--- src/rtl/line_pc_mapper_pkg.sv ---
// asm_map_pkg: shared line kinds, FSM states, ASCII constants and char helpers (LINE_LABEL_EN adds IN_WORD)
package asm_map_pkg;

   typedef enum logic [2:0] {
      LK_BLANK, LK_COMMENT, LK_DATA, LK_INSTR, LK_LABEL, LK_OTHER
   } line_kind_t;

`ifdef LINE_LABEL_EN
   typedef enum logic [1:0] {ST_LINE_START, ST_SKIP_REST, ST_IN_WORD} map_state_t;
`else
   typedef enum logic [1:0] {ST_LINE_START, ST_SKIP_REST} map_state_t;
`endif

   localparam logic [7:0] ASCII_LF  = 8'h0A;
   localparam logic [7:0] ASCII_CR  = 8'h0D;
   localparam logic [7:0] ASCII_SP  = 8'h20;
   localparam logic [7:0] ASCII_TAB = 8'h09;

   function automatic logic is_ident_start(input logic [7:0] c);
      return (c >= "a" && c <= "z") || (c >= "A" && c <= "Z") || c == "_" || c == ".";
   endfunction

endpackage

--- src/rtl/line_pc_mapper_counter.sv ---
// wrap_step_counter: modulo-MAX counter advancing by STEP with a sticky wrap flag
module wrap_step_counter #(
   parameter int MAX  = 256,
   parameter int STEP = 1
) (
   input  logic                   clk_in,
   input  logic                   rst_n_in,
   input  logic                   inc_in,
   input  logic                   clear_in,
   output logic [$clog2(MAX)-1:0] count_out,
   output logic                   wrap_out
);

   localparam int W = $clog2(MAX);

   logic [W-1:0] count_d, count_q;
   logic         wrap_d, wrap_q;
   logic [W:0]   sum;
   logic         wraps;

   // next count: step, fold back to zero at MAX, remember any fold
   always_comb begin
      sum     = {1'b0, count_q} + (W+1)'(STEP);
      wraps   = sum >= (W+1)'(MAX);
      count_d = count_q;
      wrap_d  = wrap_q;
      if (clear_in) begin
         count_d = '0;
         wrap_d  = 1'b0;
      end else if (inc_in) begin
         count_d = wraps ? '0 : sum[W-1:0];
         wrap_d  = wrap_q | wraps;
      end
   end

   // counter state register
   always_ff @(posedge clk_in or negedge rst_n_in) begin
      if (!rst_n_in) begin
         count_q <= '0;
         wrap_q  <= 1'b0;
      end else begin
         count_q <= count_d;
         wrap_q  <= wrap_d;
      end
   end

   assign count_out = count_q;
   assign wrap_out  = wrap_q;

endmodule

--- src/rtl/line_pc_mapper.sv ---
// line_pc_mapper: classifies streamed source lines and emits {line, pc, kind} records (LINE_LABEL_EN enables labels)
module line_pc_mapper
   import asm_map_pkg::*;
#(
   parameter int NUMBER_LINES = 256,
   parameter int PC_STEP      = 4,
   localparam int LINE_W      = $clog2(NUMBER_LINES),
   localparam int PC_W        = $clog2(NUMBER_LINES * PC_STEP)
) (
   input  logic              clk_in,
   input  logic              rst_n_in,
   input  logic              clear_in,
   input  logic              char_valid_in,
   output logic              char_ready_out,
   input  logic [7:0]        char_in,
   output logic              rec_valid_out,
   input  logic              rec_ready_in,
   output logic [LINE_W-1:0] rec_line_out,
   output logic [PC_W-1:0]   rec_pc_out,
   output logic [2:0]        rec_kind_out,
   output logic [PC_W-1:0]   pc_out,
   output logic              line_wrap_out,
   output logic              pc_wrap_out
);

   map_state_t        state_d, state_q;
   line_kind_t        kind_d, kind_q, end_kind, rec_kind_d, rec_kind_q;
   logic              rec_valid_d, rec_valid_q;
   logic [LINE_W-1:0] rec_line_d, rec_line_q, line_idx;
   logic [PC_W-1:0]   rec_pc_d, rec_pc_q, pc;
   logic              take, blank, line_end;

   assign char_ready_out = !rec_valid_q | rec_ready_in;
   assign take           = char_valid_in & char_ready_out & !clear_in & (char_in != ASCII_CR);
   assign blank          = (char_in == ASCII_SP) | (char_in == ASCII_TAB);

   // line classification FSM: first non-blank char picks the kind, LF closes the line
   always_comb begin
      state_d  = state_q;
      kind_d   = kind_q;
      line_end = 1'b0;
      end_kind = kind_q;
      if (take) begin
         if (char_in == ASCII_LF) begin
            line_end = 1'b1;
            end_kind = (state_q == ST_LINE_START) ? LK_BLANK : kind_q;
            state_d  = ST_LINE_START;
         end else begin
            case (state_q)
               ST_LINE_START: if (!blank) begin
                  state_d = ST_SKIP_REST;
                  if (char_in == "/" || char_in == ";")
                     kind_d = LK_COMMENT;
                  else if ((char_in >= "0" && char_in <= "9") || char_in == 8'h27)
                     kind_d = LK_DATA;
                  else if (is_ident_start(char_in)) begin
                     kind_d = LK_INSTR;
`ifdef LINE_LABEL_EN
                     state_d = ST_IN_WORD;
`endif
                  end else
                     kind_d = LK_OTHER;
               end
`ifdef LINE_LABEL_EN
               ST_IN_WORD: if (char_in == ":") begin
                  kind_d  = LK_LABEL;
                  state_d = ST_SKIP_REST;
               end else if (blank)
                  state_d = ST_SKIP_REST;
`endif
               default: ;
            endcase
         end
      end
      if (clear_in) begin
         state_d = ST_LINE_START;
         kind_d  = LK_BLANK;
      end
   end

   // single record slot: reload on line end, drain on downstream accept
   always_comb begin
      rec_valid_d = rec_valid_q & !rec_ready_in;
      rec_line_d  = rec_line_q;
      rec_pc_d    = rec_pc_q;
      rec_kind_d  = rec_kind_q;
      if (line_end) begin
         rec_valid_d = 1'b1;
         rec_line_d  = line_idx;
         rec_pc_d    = pc;
         rec_kind_d  = end_kind;
      end
      if (clear_in) begin
         rec_valid_d = 1'b0;
         rec_line_d  = '0;
         rec_pc_d    = '0;
         rec_kind_d  = LK_BLANK;
      end
   end

   // FSM, kind latch and record slot registers
   always_ff @(posedge clk_in or negedge rst_n_in) begin
      if (!rst_n_in) begin
         state_q     <= ST_LINE_START;
         kind_q      <= LK_BLANK;
         rec_valid_q <= 1'b0;
         rec_line_q  <= '0;
         rec_pc_q    <= '0;
         rec_kind_q  <= LK_BLANK;
      end else begin
         state_q     <= state_d;
         kind_q      <= kind_d;
         rec_valid_q <= rec_valid_d;
         rec_line_q  <= rec_line_d;
         rec_pc_q    <= rec_pc_d;
         rec_kind_q  <= rec_kind_d;
      end
   end

   wrap_step_counter #(.MAX(NUMBER_LINES), .STEP(1)) u_line (
      .clk_in    (clk_in),
      .rst_n_in  (rst_n_in),
      .inc_in    (line_end),
      .clear_in  (clear_in),
      .count_out (line_idx),
      .wrap_out  (line_wrap_out)
   );

   wrap_step_counter #(.MAX(NUMBER_LINES * PC_STEP), .STEP(PC_STEP)) u_pc (
      .clk_in    (clk_in),
      .rst_n_in  (rst_n_in),
      .inc_in    (line_end && end_kind == LK_INSTR),
      .clear_in  (clear_in),
      .count_out (pc),
      .wrap_out  (pc_wrap_out)
   );

   assign rec_valid_out = rec_valid_q;
   assign rec_line_out  = rec_line_q;
   assign rec_pc_out    = rec_pc_q;
   assign rec_kind_out  = rec_kind_q;
   assign pc_out        = pc;

endmodule

--- config.mk ---
export PLATFORM = sky130hd
export DESIGN_NAME = line_pc_mapper
export DESIGN_NICKNAME = d
export VERILOG_FILES = /design/src/rtl/line_pc_mapper_pkg.sv /design/src/rtl/line_pc_mapper_counter.sv /design/src/rtl/line_pc_mapper.sv
export SDC_FILE = /design/constraint.sdc
export NUM_CORES = 1
export LEC_CHECK = 0
export ABC_AREA = 1
export BUFFER_PORTS_ARGS = -buffer_cell sky130_fd_sc_hd__buf_2
export CORE_ASPECT_RATIO = 1.4
export CORE_UTILIZATION = 40
export CTS_CLUSTER_DIAMETER = 50
export CTS_CLUSTER_SIZE = 8
export DETAILED_ROUTE_END_ITERATION = 7
export GPL_TIMING_DRIVEN = 0
export PLACE_DENSITY_LB_ADDON = 0.3
export SETUP_SLACK_MARGIN = 0.02
export SLEW_MARGIN = 10
export SYNTH_ARGS = -nofsm -noshare
export SYNTH_HDL_FRONTEND = slang
export SYNTH_SLANG_ARGS = --single-unit
--- constraint.sdc ---
create_clock -name clk_in -period 1.73 [get_ports clk_in]
set_input_delay 0.2595 -clock clk_in [delete_from_list [all_inputs] [get_ports clk_in]]
set_output_delay 0.2595 -clock clk_in [all_outputs]
set_load 0.03 [all_outputs]
## After elaboration in Yosys (flattened, before gate mapping)

Cells that the tools add are included.

| cells by class | value |
|---|---|
| add/sub/neg operators | 2 |
| magnitude comparators | 8 |
| equal/unequal tests | 13 |
| multiplexer cells | 36 |
| bitwise operators | 8 |
| reductions and logical operators | 20 |

Operators by type and width:

| kind | count |
|---|---|
| $mux 10 | 5 |
| $eq 8x6->1 const B | 5 |
| $mux 8 | 5 |
| $mux 3 | 13 |
| $eq 8x4->1 const B | 2 |
| $ge 8x7->1 const B | 2 |
| $le 8x7->1 const B | 2 |
| $add 10x3->11 const B | 1 |
| $ge 11x11->1 const B | 1 |
| $mux 2 | 5 |
| $add 8x1->9 const B | 1 |
| $ge 9x9->1 const B | 1 |
| $eq 8x7->1 const B | 1 |
| $ge 8x6->1 const B | 1 |
| $le 8x6->1 const B | 1 |
| $mux 1 | 8 |
| $ne 8x4->1 const B | 1 |
| $reduce_bool 2->1 | 4 |
| $logic_or 1x1->1 | 5 |
| $and 1x1->1 | 4 |
| $logic_and 1x1->1 | 4 |
| $ne 2x2->1 const B | 2 |
| $or 1x1->1 | 4 |
| $reduce_and 4->1 | 1 |
| 6 further kinds | 8 |

| word-level totals | value |
|---|---|
| bits in registers | 47 |
| bits of input ports | 13 |
| output and inout port bits | 35 |
| word-level logic and storage cells | 97 |

## Logic depth before layout (Yosys ltp)

Gate-level depths: netlist of run 1.

| depth | value |
|---|---|
| depth after elaboration | 13 |
| depth in mapped cells | 10 |
| depth with buffers taken out | 10 |

## Cells and area by module

From an unflattened synthesis of run 1, not the netlist that was laid out.

| unflattened totals | value |
|---|---|
| cell total of the unflattened synthesis | 336 |
| area, all modules | 2436.1 um2 |

Modules (own cells, without submodules):

| module | instances | cells an instance | area an instance (um2) | sequential area each (um2) |
|---|---|---|---|---|
| line_pc_mapper | 1 | 192 | 1363.8 | 650.6 |
| wrap_step_counter (u_pc) | 1 | 75 | 543.0 | 225.2 |
| wrap_step_counter (u_line) | 1 | 69 | 529.3 | 225.2 |

## Worst setup path before layout of run 1

OpenSTA, ideal clock, no wires.

| timing | value |
|---|---|
| path type | register to register |
| start point | reg rec_valid_q (netlist: rec_valid_out) |
| end point | reg rec_line_q[2] (netlist: rec_line_out[2]) |
| library setup time | 121 ps |
| arrival | 1742 ps |
| data required time | 1609 ps |
| setup slack | -133 ps |
| stages on the path, launching flop included | 9 |
| path buffers | 1 |
| clock period less this slack | 1863 ps |
| path through | dfrtp_1 nand2_1 nand3_1 a21oi_4 nand2_4 nand2_4 inv_4 buf_6 a22o_1 |

| between the ends | value |
|---|---|
| longest elaborated chain between the ends | 7 |

RTL lines:

| what | line | source |
|---|---|---|
| start, declared | line_pc_mapper.sv:28 | `logic rec_valid_d, rec_valid_q;` |
| start signal, assigned | line_pc_mapper.sv:113 | `rec_valid_q <= rec_valid_d;` |
| $logic_not 1->1 | line_pc_mapper.sv:33 | `assign char_ready_out = !rec_valid_q \| rec_ready_in;` |
| $or 1x1->1 | line_pc_mapper.sv:33 |  |
| named net char_ready_out | line_pc_mapper.sv:14 | `output logic char_ready_out,` |
| $and 1x1->1 (3 in a row) | line_pc_mapper.sv:34 | `assign take = char_valid_in & char_ready_out & !clear_in & (char_in != ASCII_CR);` |
| $mux 1 | line_pc_mapper.sv:43 | `if (take) begin` |
| $reduce_bool 2->1 (no source line) | n/a |  |
| end signal, assigned | line_pc_mapper.sv:114 | `rec_line_q <= rec_line_d;` |
| end, declared | line_pc_mapper.sv:29 | `logic [LINE_W-1:0] rec_line_d, rec_line_q, line_idx;` |

The timed path passes the listed nets, and every way through them passes these cells.
A chain may end at the register's enable or synchronous reset.

## Worst setup path after layout of run 1

| timing | value |
|---|---|
| start point | reg rec_valid_q (netlist: rec_valid_out) |
| end point | reg rec_line_q[1] (netlist: rec_line_out[1]) |

| between the ends | value |
|---|---|
| longest elaborated chain between the ends | 7 |

RTL lines:

| what | line |
|---|---|
| $logic_not 1->1 | line_pc_mapper.sv:33 |
| $or 1x1->1 | line_pc_mapper.sv:33 |
| $and 1x1->1 (3 in a row) | line_pc_mapper.sv:34 |
| $mux 1 | line_pc_mapper.sv:43 |
| $reduce_bool 2->1 (no source line) | n/a |

No other way between the ends.

==> summary.md, run 1 <==
| Metric | Value |
|---|---|
| Arrival time at the worst endpoint | 1.78 ns |
| Vias per cell | 5.06 |
| Area Overhead vs Synth | 19.8% |
| Worst skew pair latency | around 0.30 ns |
| Critical Path RT | roughly 1.9 ns |
| Max IR drop VDD | 0.268 mV |
| Switching power of the nets | between 0.0004 and 0.0005 W |
| Crit path kind | flop to flop |
| XOR/XNOR share of the synthesized area | about 1.5% |
| YS warnings | 0 |
| CP startpoint kind | flop |
| Setup WS post-layout | roughly 0.12 ns |
| CTS buffer count | 5 |
| Area of the core | between 5000 and 6000 µm² |
| Cell variety after synth | 32 |
| Io pins | 48 |
| Switching Fraction | a little over a quarter |
| PwrDens | between 600 and 700 nW/µm² |
| Post-route ant nets | 0 |
| Largest family of logic cells by synthesized area | simple AND/OR/NAND/NOR gates |
| Congestion Overflow GR | 0 |
| Slew HR | a little over a third |
| Fin nets | 363 |
| Post-Synth Simple-Gate Area | around 30% |
| Number of global-route vias before repair | between 1.5k and 2k |
| Flop-to-flop setup slack | between 0.1 and 0.15 ns |
| Maximum level of the CTS H-tree | 2 |
| Final Hold Fails | 0 |
| Most frequent cells in the layout | nand2_1 (64), buf_2 (44), dfrtp_1 (43) |
| CTS root buf | clkbuf_8 |
| Int Power | 0.00135 W |
| DRT iter0 DRCs | roughly 140 |
| Max Slew Vio Count | 0 |
| TritonCTS clock tree | built |
| RSZ-0062 raised after global routing | yes |
| Vias | ~2.1k |
| Adder-Cell Fraction of Synth Area | under 10% |
| Clock-pin slew on the worst setup and hold paths | around 0.08 ns |
| Clock Skew | between 0.005 and 0.006 ns |
| Place WS | -0.0769 ns |
| Initial antenna violation count | 0 |
| Largest net degree at the start of global routing | 44 |
| Clk buf depth | 2 |
| Ys async rst share | 100% |
| Static Leakage | approximately 1.5 nW |
| First-pass GRT wire length | about 8.8 mm |
| Site Rows | 32 |
| Final total power | 0.00184 W |
| Global Route Usage Sum | about a fifth |
| Gate power share | slightly below 10% |
| Detailed placement HPWL | roughly 3.9 mm |
| EDFF count, synth | 0 |
| Worst Setup End Kind | flop |
| Gp weighted congestion | ~0.84 |
| Ratio of cells with drive above 1 in the final layout | roughly 22% |
| WL per Instance | 12.9 µm |
| Die Wd | ~66 µm |
| Port-buffer cells | 44 |
| Post-Syn Area | 2310 µm² |
| FF-to-FF End | rec_line_out[1]$_DFFE_PN0P_ |
| Status | finished, final reports clean |
| FMAX | slightly above 0.6 GHz |
| Final min period | between 1.5 and 2 ns |
| R2R depth | 9 |
| Sink Count | 43 |
| Most common cell after layout, fill and taps aside | nand2_1 |
| Total die area | about 6100 µm² |
| Final setup violation count | 0 |
| Die Ht | 92.0 µm |
| DRC viols | 0 |
| Syn Inst Count | approximately 290 |
| Mux contribution to synthesized area | 0% |
| Post-Syn Area per Cell | 7.89 µm² |
| Initial Utilization | about two fifths |
| Register share of total power | between 50% and 60% |
| CP max FO | 10 |
| Total wire length | ~5.4 mm |
| Worst-margin pin slew | about 0.95 ns |
| Clock share of power | roughly 35% |
| Crit share post-route | between 90 and 100% |
| Diodes inserted | 0 |
| DRT Pass-1 Iters | 4 |
| Hold WC Path Type | input port to asynchronous set/reset pin |
| #FFs+latches synth | 43 |
| Seq/Total Area, Yosys | 46.5% |
| Area fraction in compound gates after synthesis | between 10 and 15% |
| Max-cap violations | 0 |
| Prevailing post-synth register cell | dfrtp_1 |
| Worst r2r src | rec_valid_out$_DFF_PN0_ |
[sequential cells by signal (all words and copies together) (netlist names)]
register,cells
rec_kind_out,3
u_pc.count_out,8
rec_valid_out,1
u_line.count_out,8
rec_line_out,8
state_q,1
rec_pc_out,9
u_pc.wrap_out,1
u_line.wrap_out,1
kind_q,3
[worst max path at each step]
stage | from | end | slack (ns) | depth (start not counted)
6_report | rec_valid_out$_DFF_PN0_ | rec_line_out[1]$_DFFE_PN0P_ | 0.12 | 9
5_1_grt | rec_valid_out$_DFF_PN0_ | kind_q[2]$_DFFE_PN0P_ | 0.005 | 8
4_1_cts | rec_valid_out$_DFF_PN0_ | rec_line_out[1]$_DFFE_PN0P_ | 0.04 | 9
3_5_place_dp | clear_in | rec_line_out[1]$_DFFE_PN0P_ | -0.08 | 10
3_3_place_gp | clear_in | u_pc.wrap_out$_DFFE_PN0P_ | -0.06 | 9
2_1_floorplan | rec_valid_out$_DFF_PN0_ | rec_line_out[2]$_DFFE_PN0P_ | 0.04 | 8
[stage by stage]
step	util [%]	hold slack [ns]	instance area, µm²	cells	setup TNS [ns]
after floorplan	-	-0.0361	2320	294	0
after global placement	47.6	0.458	2630	406	-0.944
after detailed placement	47.6	0.464	2630	406	-1.01
after CTS	49.3	0.134	2720	414	0
after global routing	50.1	0.178	2770	417	0
final	50.1	0.101	2770	417	0
[critical path, cell delays in order, from the launching register on]
cell	delay, ns
dfrtp_1	0.42
nand2_4	0.08
nand3_1	0.12
a21oi_4	0.24
nand2_4	0.13
nand2_8	0.12
inv_4	0.05
buf_4	0.17
nand2_1	0.06
o21ai_0	0.08
[power by group through the flow]
| stage | Sequential [W] | Clock [W] | Combinational [W] |
|---|---|---|---|
| floorplan | 0.00104 | 0 | 0.000111 |
| global placement | 0.00104 | 0 | 0.000173 |
| detailed placement | 0.00104 | 0 | 0.000175 |
| CTS | 0.00102 | 0.000653 | 0.000176 |
| global route | 0.00102 | 0.000692 | 0.000202 |
| finish | 0.00102 | 0.000636 | 0.000178 |
[logic make-up (layout without fill, tap and decap cells)]
family / after synthesis / count (layout)
AO/OA/AOI/OAI: 52 / 52
XOR/XNOR: 4 / 4
adder cells (fa/ha/maj): 2 / 2
buffers and inverters: 43 / 98
flip-flops: 43 / 43
other: 1 / 2
AND/OR/NAND/NOR: 148 / 148
[final cells by class]
| type | count | area (µm²) |
|---|---|---|
| timing repair buffer | 47 | 243 |
| inverter | 34 | 130 |
| tap | 68 | 85.1 |
| fill | 564 | 2760 |
| clock inverter | 2 | 12.5 |
| buffer | 9 | 60.1 |
| sequential | 43 | 1080 |
| multi-input combinational | 208 | 1090 |
| clock buffer | 6 | 72.6 |
[cells in the mapped netlist, types with 2 or more instances]
cell type / instances / area, µm²
nor2_4: 2 / 22.5
a21oi_1: 18 / 90.1
xor2_1: 4 / 35.0
nand3_1: 39 / 195
or2_2: 2 / 12.5
nor2_2: 2 / 12.5
inv_1: 31 / 116
o31ai_1: 2 / 15.0
o21ai_0: 24 / 120
inv_2: 2 / 7.51
nand2_4: 2 / 22.5
buf_4: 5 / 37.5
nand2_1: 66 / 248
clkbuf_1: 2 / 7.51
a22o_1: 4 / 35.0
nor3_1: 3 / 15.0
nor2_1: 25 / 93.8
ha_1: 2 / 25.0
nand4_1: 3 / 18.8
dfrtp_1: 43 / 1080
[per-layer routing]
metal / vias to the layer above / global-route usage [%] / wire length [µm]
met5: - / 0 / 0
met4: 0 / 6.56 / 92
met3: 10 / 3.48 / 167
met2: 42 / 33.3 / 2830
met1: 993 / 23.0 / 2280
li1: 1065 / - / -
[timing repair]
item | in CTS | in global routing
gates resized for setup | 1 | 5
setup buffers | 0 | 3
setup endpoints to repair | 1 | 26
pin swaps | 0 | 1
hold buffers | 0 | 0
No activity file was read; power rests on OpenSTA's default activity.
==> inputs of run 2 (changes only) <==
--- a/config.mk
+++ b/config.mk
@@ -5,13 +5,14 @@
 export SDC_FILE = /design/constraint.sdc
 export NUM_CORES = 1
 export LEC_CHECK = 0
-export ABC_AREA = 1
 export BUFFER_PORTS_ARGS = -buffer_cell sky130_fd_sc_hd__buf_2
 export CORE_ASPECT_RATIO = 1.4
+export CORE_MARGIN = 2
 export CORE_UTILIZATION = 40
 export CTS_CLUSTER_DIAMETER = 50
 export CTS_CLUSTER_SIZE = 8
 export DETAILED_ROUTE_END_ITERATION = 7
+export GPL_ROUTABILITY_DRIVEN = 0
 export GPL_TIMING_DRIVEN = 0
 export PLACE_DENSITY_LB_ADDON = 0.3
 export SETUP_SLACK_MARGIN = 0.02
==> run 2 against run 1 <==
Compared with the run above: via count decreased by 5.7%; critical path type is now input port to flop; combinational power shrank 12%; hold slack better by 0.0090 ns; largest power group unchanged; core utilization increased by 1.2 points; flip-flop and latch count stayed put; sequential power hardly changed; wire length down 3.0%; highest routed layer unchanged; maximum frequency decreased by 6.5%; clock-buffer cell count unchanged; die area rose by 2.9%; synthesized area fell by 2.4%.
==> summary.md, run 2 <==
| Metric | Value |
|---|---|
| Status | finished, final reports clean |
| Post-Layout Cell Count | 370 |
| Synth area leaders | dfrtp_1 (48%), nand2b_1 (5.8%), o21ai_0 (5.5%), nand2_1 (5.0%), a21oi_1 (3.5%) |
| Setup TNS | 0 ns |
| Most frequent cells after synthesis | dfrtp_1 (43), nand2_1 (30), o21ai_0 (25) |
| Worst path slowest cell | or4b_4 |
| Max Slew Vio Count | 0 |
| Fin nets | 316 |
| First-pass GRT wire length | approximately 8.9 mm |
| CTS buffer count | 5 |
| Area of the core | 5490 µm² |
| Post-Syn Area per Cell | 9.21 µm² |
| Static Leakage | ~1.3 nW |
| Most common cell after layout, fill and taps aside | dfrtp_1 |
| Post-Syn Area | between 2000 and 2500 µm² |
| Worst-path cell chain | buf_6 -> or4b_4 -> nor3_4 -> nand2_4 -> or4_1 -> a21oi_1 |
| Worst skew pair latency | 0.29 ns |
| Die Ht | roughly 93 µm |
| Initial antenna violation count | 0 |
| Congestion Overflow GR | 0 |
| CP max FO | 4 |
| Area Overhead vs Synth | 24.7% |
| Final setup violation count | 0 |
| Diodes inserted | 0 |
| Seq/Total Area, Yosys | a little under half |
| Global Route Usage Sum | about 18% |
| Worst-margin pin slew | roughly 0.95 ns |
| Hold WC Path Type | input port to asynchronous set/reset pin |
| Arrival time at the worst endpoint | slightly below 2 ns |
| Initial Utilization | 41.1% |
| Post-route ant nets | 0 |
| Port-buffer cells | between 40 and 50 |
| Max IR drop VDD | slightly above 0.3 mV |
| Detailed placement HPWL | between 3 and 4 mm |
| Final Hold Fails | 0 |
| PwrDens | about 700 nW/µm² |
| Most frequent cells in the layout | dfrtp_1 (42), buf_2 (40), nand2_1 (28) |
| CP startpoint kind | input port |
| Crit share post-route | between 90% and 100% |
| Clock-pin slew on the worst setup and hold paths | roughly 0.080 ns |
| #FFs+latches synth | 43 |
| Number of flip-flops in the largest register | 9 |
| Largest net degree at the start of global routing | 44 |
| Cell variety after synth | 42 |
| Slew HR | 36.9% |
| Prevailing post-synth register cell | dfrtp_1 |
| DP Cell Count | about 360 |
| Number of global-route vias before repair | approximately 1.9k |
| Final min period | around 1.7 ns |
| Io pins | 48 |
| DRC viols | 0 |
| Count leader, synth | dfrtp_1 |
| RSZ-0062 raised after global routing | yes |
| Yosys top cell area share | a little under half |
| Maximum level of the CTS H-tree | 2 |
| EDFF count, synth | 0 |
| Ratio of cells with drive above 1 in the final layout | 28.8% |
| Crit-path max cell delay | 0.56 ns |
| Clk buf depth | 2 |
| Sink Count | 43 |
| Syn Inst Count | roughly 250 |
| DRT iter0 DRCs | 134 |
| FMAX | approximately 0.58 GHz |
| Flop-to-flop setup slack | 0.05 ns |
| Hold Slack | 0.110 ns |
| Ys async rst share | between 90% and 100% |
| Total wire length | between 5 and 6 mm |
| Vias per cell | about 5.4 |
| Total die area | 6270 µm² |
| Clock Skew | 0.00464 ns |
| YS warnings | 0 |
| Worst Setup End Kind | flop |
| TritonCTS clock tree | built |
| Fill cells | 535 |
| Max-cap violations | 0 |
| Crit path kind | input port to flop |
| Site Rows | 32 |
| Die Wd | 67.5 µm |
| Top cell type by total area after synthesis | dfrtp_1 |
| CTS root buf | clkbuf_8 |
| Critical Path RT | around 1.9 ns |
| Vias | 1990 |
| WL per Instance | 14.1 µm |
| DRT Pass-1 Iters | 4 |
run 2: cell count changes in the layout (fill, tap and decap cells not counted), moves of 4 or more:
cell	delta
buf_2	-4
inv_1	-26
clkbuf_2	+4
mux2i_1	+4
a22o_1	-4
nor2_1	-11
nand2_1	-36
nand2b_1	+21
nand3_1	-30
run 2: worst max-delay path, delay by kind of cell:
kind            cells  cell delay [ns]
simple gates        4             1.44
buf+inv             1             0.10
compound gates      1             0.14
run 2: final timing paths:
| kind | to | startpoint | depth (start not counted) |
|---|---|---|---|
| min in group clk_in | rec_valid_out$_DFF_PN0_ | rec_ready_in | 4 |
| min | u_line.wrap_out$_DFFE_PN0P_ | rst_n_in | 1 |
| min reg2reg | rec_line_out[6]$_DFFE_PN0P_ | rec_line_out[6]$_DFFE_PN0P_ | 2 |
| max in group asynchronous | state_q[0]$_DFFE_PN0P_ | rst_n_in | 1 |
| max reg2reg | u_pc.count_out[7]$_DFFE_PN0P_ | kind_q[2]$_DFFE_PN0P_ | 5 |
| max | u_line.count_out[6]$_DFFE_PN0P_ | char_in[7] | 6 |
run 2: layout make-up:
class                   count  area [µm²]  share of cell area [%]
clock inverters             2        35.0                    1.24
clock buffers               6        82.6                    2.93
inverters                   5        18.8                   0.667
multi-input cells         182        1140                    40.4
well taps                  68        85.1                    3.02
repair buffers             48         278                    9.87
flip-flops and latches     43        1080                    38.3
plain buffers              16         100                    3.56
run 2: cells by family after synthesis:
| group | count (synthesis) | share of synthesized area, % |
|---|---|---|
| xor gates and xnor gates | 4 | 1.55 |
| and+or+nand+nor | 113 | 28.3 |
| DFF | 43 | 47.7 |
| adders and majority gates | 2 | 1.11 |
| AOI/OAI and AO/OA | 57 | 14.9 |
| buffers and inverters | 21 | 4.49 |
| muxes | 4 | 1.77 |
| other | 1 | 0.166 |
run 2: power by group:
group | total [W] | internal (W) | switching (W)
logic | 0.000157 | 0.0000615 | 0.0000955
registers | 0.00103 | 0.00101 | 0.0000109
clock network | 0.000796 | 0.000467 | 0.000329
total | 0.00198 | 0.00154 | 0.000435
run 2: through the flow:
| step | cell area (µm²) | total power, W | util, % | setup WS [ns] |
|---|---|---|---|---|
| 3_5_place_dp | 2570 | 0.00119 | 46.9 | -0.530 |
| 2_1_floorplan | 2280 | 0.00114 | - | -0.172 |
| 6_report | 2820 | 0.00198 | 51.3 | 0.00545 |
| 3_3_place_gp | 2570 | 0.00119 | 46.9 | -0.521 |
| 4_1_cts | 2800 | 0.00200 | 51.0 | 0.00529 |
| 5_1_grt | 2820 | 0.00206 | 51.3 | -0.0706 |
run 2: layer usage:
layer	vias to the layer above	GRT usage, %	share of wire, %
met1	969	24.3	43
met2	48	29.5	52
li1	965	-	-
met5	-	0	0
met3	8	3.04	3.3
met4	0	6.29	1.7
run 2: timing repair:
item / CTS / global route
pin swaps: 11 / 2
gates resized for setup: 15 / 8
setup buffers: 7 / 0
hold buffers: 0 / 0
endpoints found under the setup margin: 32 / 14
==> inputs of run 3 (changes only) <==
--- a/config.mk
+++ b/config.mk
@@ -19,4 +19,5 @@
 export SLEW_MARGIN = 10
 export SYNTH_ARGS = -nofsm -noshare
 export SYNTH_HDL_FRONTEND = slang
+export SYNTH_HIERARCHICAL = 1
 export SYNTH_SLANG_ARGS = --single-unit
==> run 3 against run 2 <==
Compared with the run above: the run now ends with negative setup slack left; worst setup slack got worse by 0.26 ns; register-to-register slack worse by 0.30 ns; largest power group unchanged; critical path type is now flop to flop; critical path depth is 2 higher; flip-flop and latch count grew 1; sequential power hardly changed; critical endpoint is now u_pc/count_out[7]$_DFFE_PN0P_; final cell count grew 1.6%; maximum frequency fell by 13%; clock skew up 0.0031 ns; combinational power grew 5%; core utilization is 3.8 points higher.
==> summary.md, run 3 <==
| Metric | Value |
|---|---|
| Status | finished, violations left |
| Failing checks | negative setup slack |
| Hold WC Path Type | input port to asynchronous set/reset pin |
| Arrival time at the worst endpoint | about 2.2 ns |
| Area of the core | approximately 5500 µm² |
| FMAX | slightly above 0.5 GHz |
| Diodes inserted | 0 |
| CTS buffer count | 5 |
| DRT Pass-1 Iters | 6 |
| Area Overhead vs Synth | 32.8% |
| Ys async rst share | between 90% and 100% |
| Die Ht | about 94 µm |
| Clock-pin slew on the worst setup and hold paths | roughly 0.080 ns |
| DRC viols | 0 |
| Worst path slowest cell | dfrtp_2 |
| Clock Skew | between 0.007 and 0.008 ns |
| Number of flip-flops in the largest register | 10 |
| Static Leakage | 1.51 nW |
| Worst Setup End Kind | flop |
| Crit path kind | flop to flop |
| Yosys top cell area share | between 40 and 50% |
| Setup WS post-layout | -0.255 ns |
| Post-Syn Area | 2290 µm² |
| Critical Path Source | rec_valid_out$_DFF_PN0_ |
| Fill cells | between 500 and 600 |
| Detailed placement HPWL | around 3.7 mm |
| DP Cell Count | 353 |
| RSZ-0062 raised after global routing | yes |
| Top cell type by total area after synthesis | dfrtp_1 |
| Buf/Inv on CP | 2 |
| Cell variety after synth | 48 |
| Seq/Total Area, Yosys | about 48% |
| Worst-margin pin slew | 0.994 ns |
| YS warnings | 6 |
| Sink Count | between 40 and 50 |
| PwrDens | 596 nW/µm² |
| Fin nets | 324 |
| Critical path's top delay family | simple AND/OR/NAND/NOR gates |
| Global Route Usage Sum | between 10% and 20% |
| WL per Instance | 14.7 µm |
| Post-Syn Area per Cell | between 9 and 10 µm² |
| CP startpoint kind | flop |
| Site Rows | 32 |
| Synth area leaders | dfrtp_1 (48%), nand2_1 (8.0%), nand3b_1 (7.2%), xor2_1 (2.7%), nand4_1 (2.5%) |
| Vias | between 2k and 2.5k |
| Crit-path max cell delay | ~0.43 ns |
| Total wire length | approximately 5.5 mm |
| Most frequent cells after synthesis | nand2_1 (49), dfrtp_1 (44), nand3b_1 (22) |
| Vias per cell | 5.39 |
| Die Wd | roughly 68 µm |
| Most frequent cells in the layout | buf_2 (43), dfrtp_1 (43), nand2_1 (40) |
| CP max FO | 5 |
| Io pins | between 40 and 50 |
| Worst-path cell chain | nand2b_4 -> nand4_1 -> buf_6 -> nor4b_4 -> buf_4 -> o2111ai_4 -> or3_4 -> a21oi_2 |
| Crit share post-route | 115% |
| Initial antenna violation count | 0 |
| Syn Inst Count | 242 |
| Prevailing post-synth register cell | dfrtp_1 |
| First-pass GRT wire length | 9.32 mm |
| Max IR drop VDD | around 0.32 mV |
| Number of global-route vias before repair | about 2.1k |
| Maximum level of the CTS H-tree | 2 |
| Ratio of cells with drive above 1 in the final layout | a little under two fifths |
| TritonCTS clock tree | built |
| Worst path depth | 8 |
| Max Slew Vio Count | 0 |
| #FFs+latches synth | between 40 and 50 |
| Clk buf depth | 2 |
| EDFF count, synth | 0 |
| Post-route ant nets | 0 |
| Setup TNS | -1.16 ns |
| Final setup violation count | 13 |
| Max-cap violations | 0 |
| Worst r2r src | rec_valid_out$_DFF_PN0_ |
| Total die area | 6370 µm² |
| Post-Layout Cell Count | 376 |
| Critical Path RT | a little under 2 ns |
| Slew HR | approximately 34% |
| Place WS | -0.871 ns |
| Port-buffer cells | 42 |
| R2R depth | 8 |
| Worst skew pair latency | around 0.29 ns |
| Final min period | 1.98 ns |
| Final Hold Fails | 0 |
| CTS root buf | clkbuf_8 |
| # hold bufs at CTS | 0 |
| DRT iter0 DRCs | between 90 and 100 |
| Congestion Overflow GR | 0 |
| Count leader, synth | nand2_1 |
| Largest net degree at the start of global routing | 45 |
| Initial Utilization | between 40% and 50% |
-- run 3: changes by cell type after synthesis, sizes merged, moves of 4 or more --
cell    before  now
o21ai       25    9
nand4        4    9
nand2b      21    5
or3          3    7
xor2         3    7
a31o         1    5
nand3b       3   22
nand2       31   49
nor2        16   11
a21oi       16    5
a31oi        1    5
-- run 3: cell families after synthesis --
kind of cell	synth area share, %
AND/OR/NAND/NOR	32.3
multiplexers	0.927
other	0.163
adder cells (fa/ha/maj)	1.09
XOR/XNOR	2.67
buffers and inverters	4.42
flip-flops	48.0
AO/OA/AOI/OAI	10.5
-- run 3: power breakdown --
group          switching [W]  internal [W]  total (W)
registers          0.0000174       0.00104    0.00106
clock network       0.000325      0.000270   0.000594
logic               0.000101     0.0000644   0.000165
total               0.000443       0.00137    0.00182
-- run 3: per-stage QoR --
step / utilization (%) / power (W) / area (µm²) / hold WS, ns
after floorplan: - / 0.00117 / 2380 / -0.0361
after global placement: 48.4 / 0.00123 / 2670 / 0.478
after detailed placement: 48.4 / 0.00123 / 2670 / 0.482
after CTS: 53.3 / 0.00182 / 2940 / 0.170
after global routing: 55.2 / 0.00190 / 3050 / 0.196
final: 55.2 / 0.00182 / 3050 / 0.127
-- run 3: worst register-to-register path, cell delays in order, from the launching register on --
cell and delay [ns]:
dfrtp_2 0.43, nand2b_4 0.07, nand4_1 0.11, buf_6 0.16, nor4b_4 0.28, buf_4 0.20
o2111ai_4 0.16, or3_4 0.36, a21oi_2 0.15
-- run 3: layout make-up --
type | count | area, µm² | area share [%]
Clock buffer | 6 | 72.6 | 2.38
Sequential cell | 44 | 1100 | 36.2
Buffer | 11 | 65.1 | 2.13
Multi-Input combinational cell | 179 | 1270 | 41.7
Timing Repair Buffer | 65 | 434 | 14.2
Tap cell | 68 | 85.1 | 2.79
Inverter | 3 | 18.8 | 0.616
-- run 3: per-layer routing --
| layer | up-vias | GRT usage (%) | share of wire (%) | routed length (µm) |
|---|---|---|---|---|
| met4 | 0 | 5.33 | 1.2 | 66 |
| met3 | 5 | 3.25 | 3.5 | 192 |
| met1 | 993 | 22.6 | 42 | 2330 |
| met5 | - | 0 | 0 | 0 |
| met2 | 41 | 33.3 | 53 | 2920 |
| li1 | 987 | - | - | - |
-- run 3: timing repair --
action	4_1_cts	5_1_grt
endpoints found under the setup margin	19	38
cloned	1	0
setup buffers	18	8
resized for setup	17	33
pin swaps	11	17
-- run 3: path summary, 6_finish.rpt --
kind                       slack, ns                       endpoint
hold / removal                  0.13    rec_kind_out[2]$_DFFE_PN0P_
min in group clk_in             0.31          kind_q[1]$_DFFE_PN0P_
max in group asynchronous       0.92        rec_valid_out$_DFF_PN0_
setup / recovery               -0.25  u_pc/count_out[7]$_DFFE_PN0P_
hold reg to reg                 0.50    u_line/wrap_out$_DFFE_PN0P_
setup reg to reg               -0.25  u_pc/count_out[7]$_DFFE_PN0P_
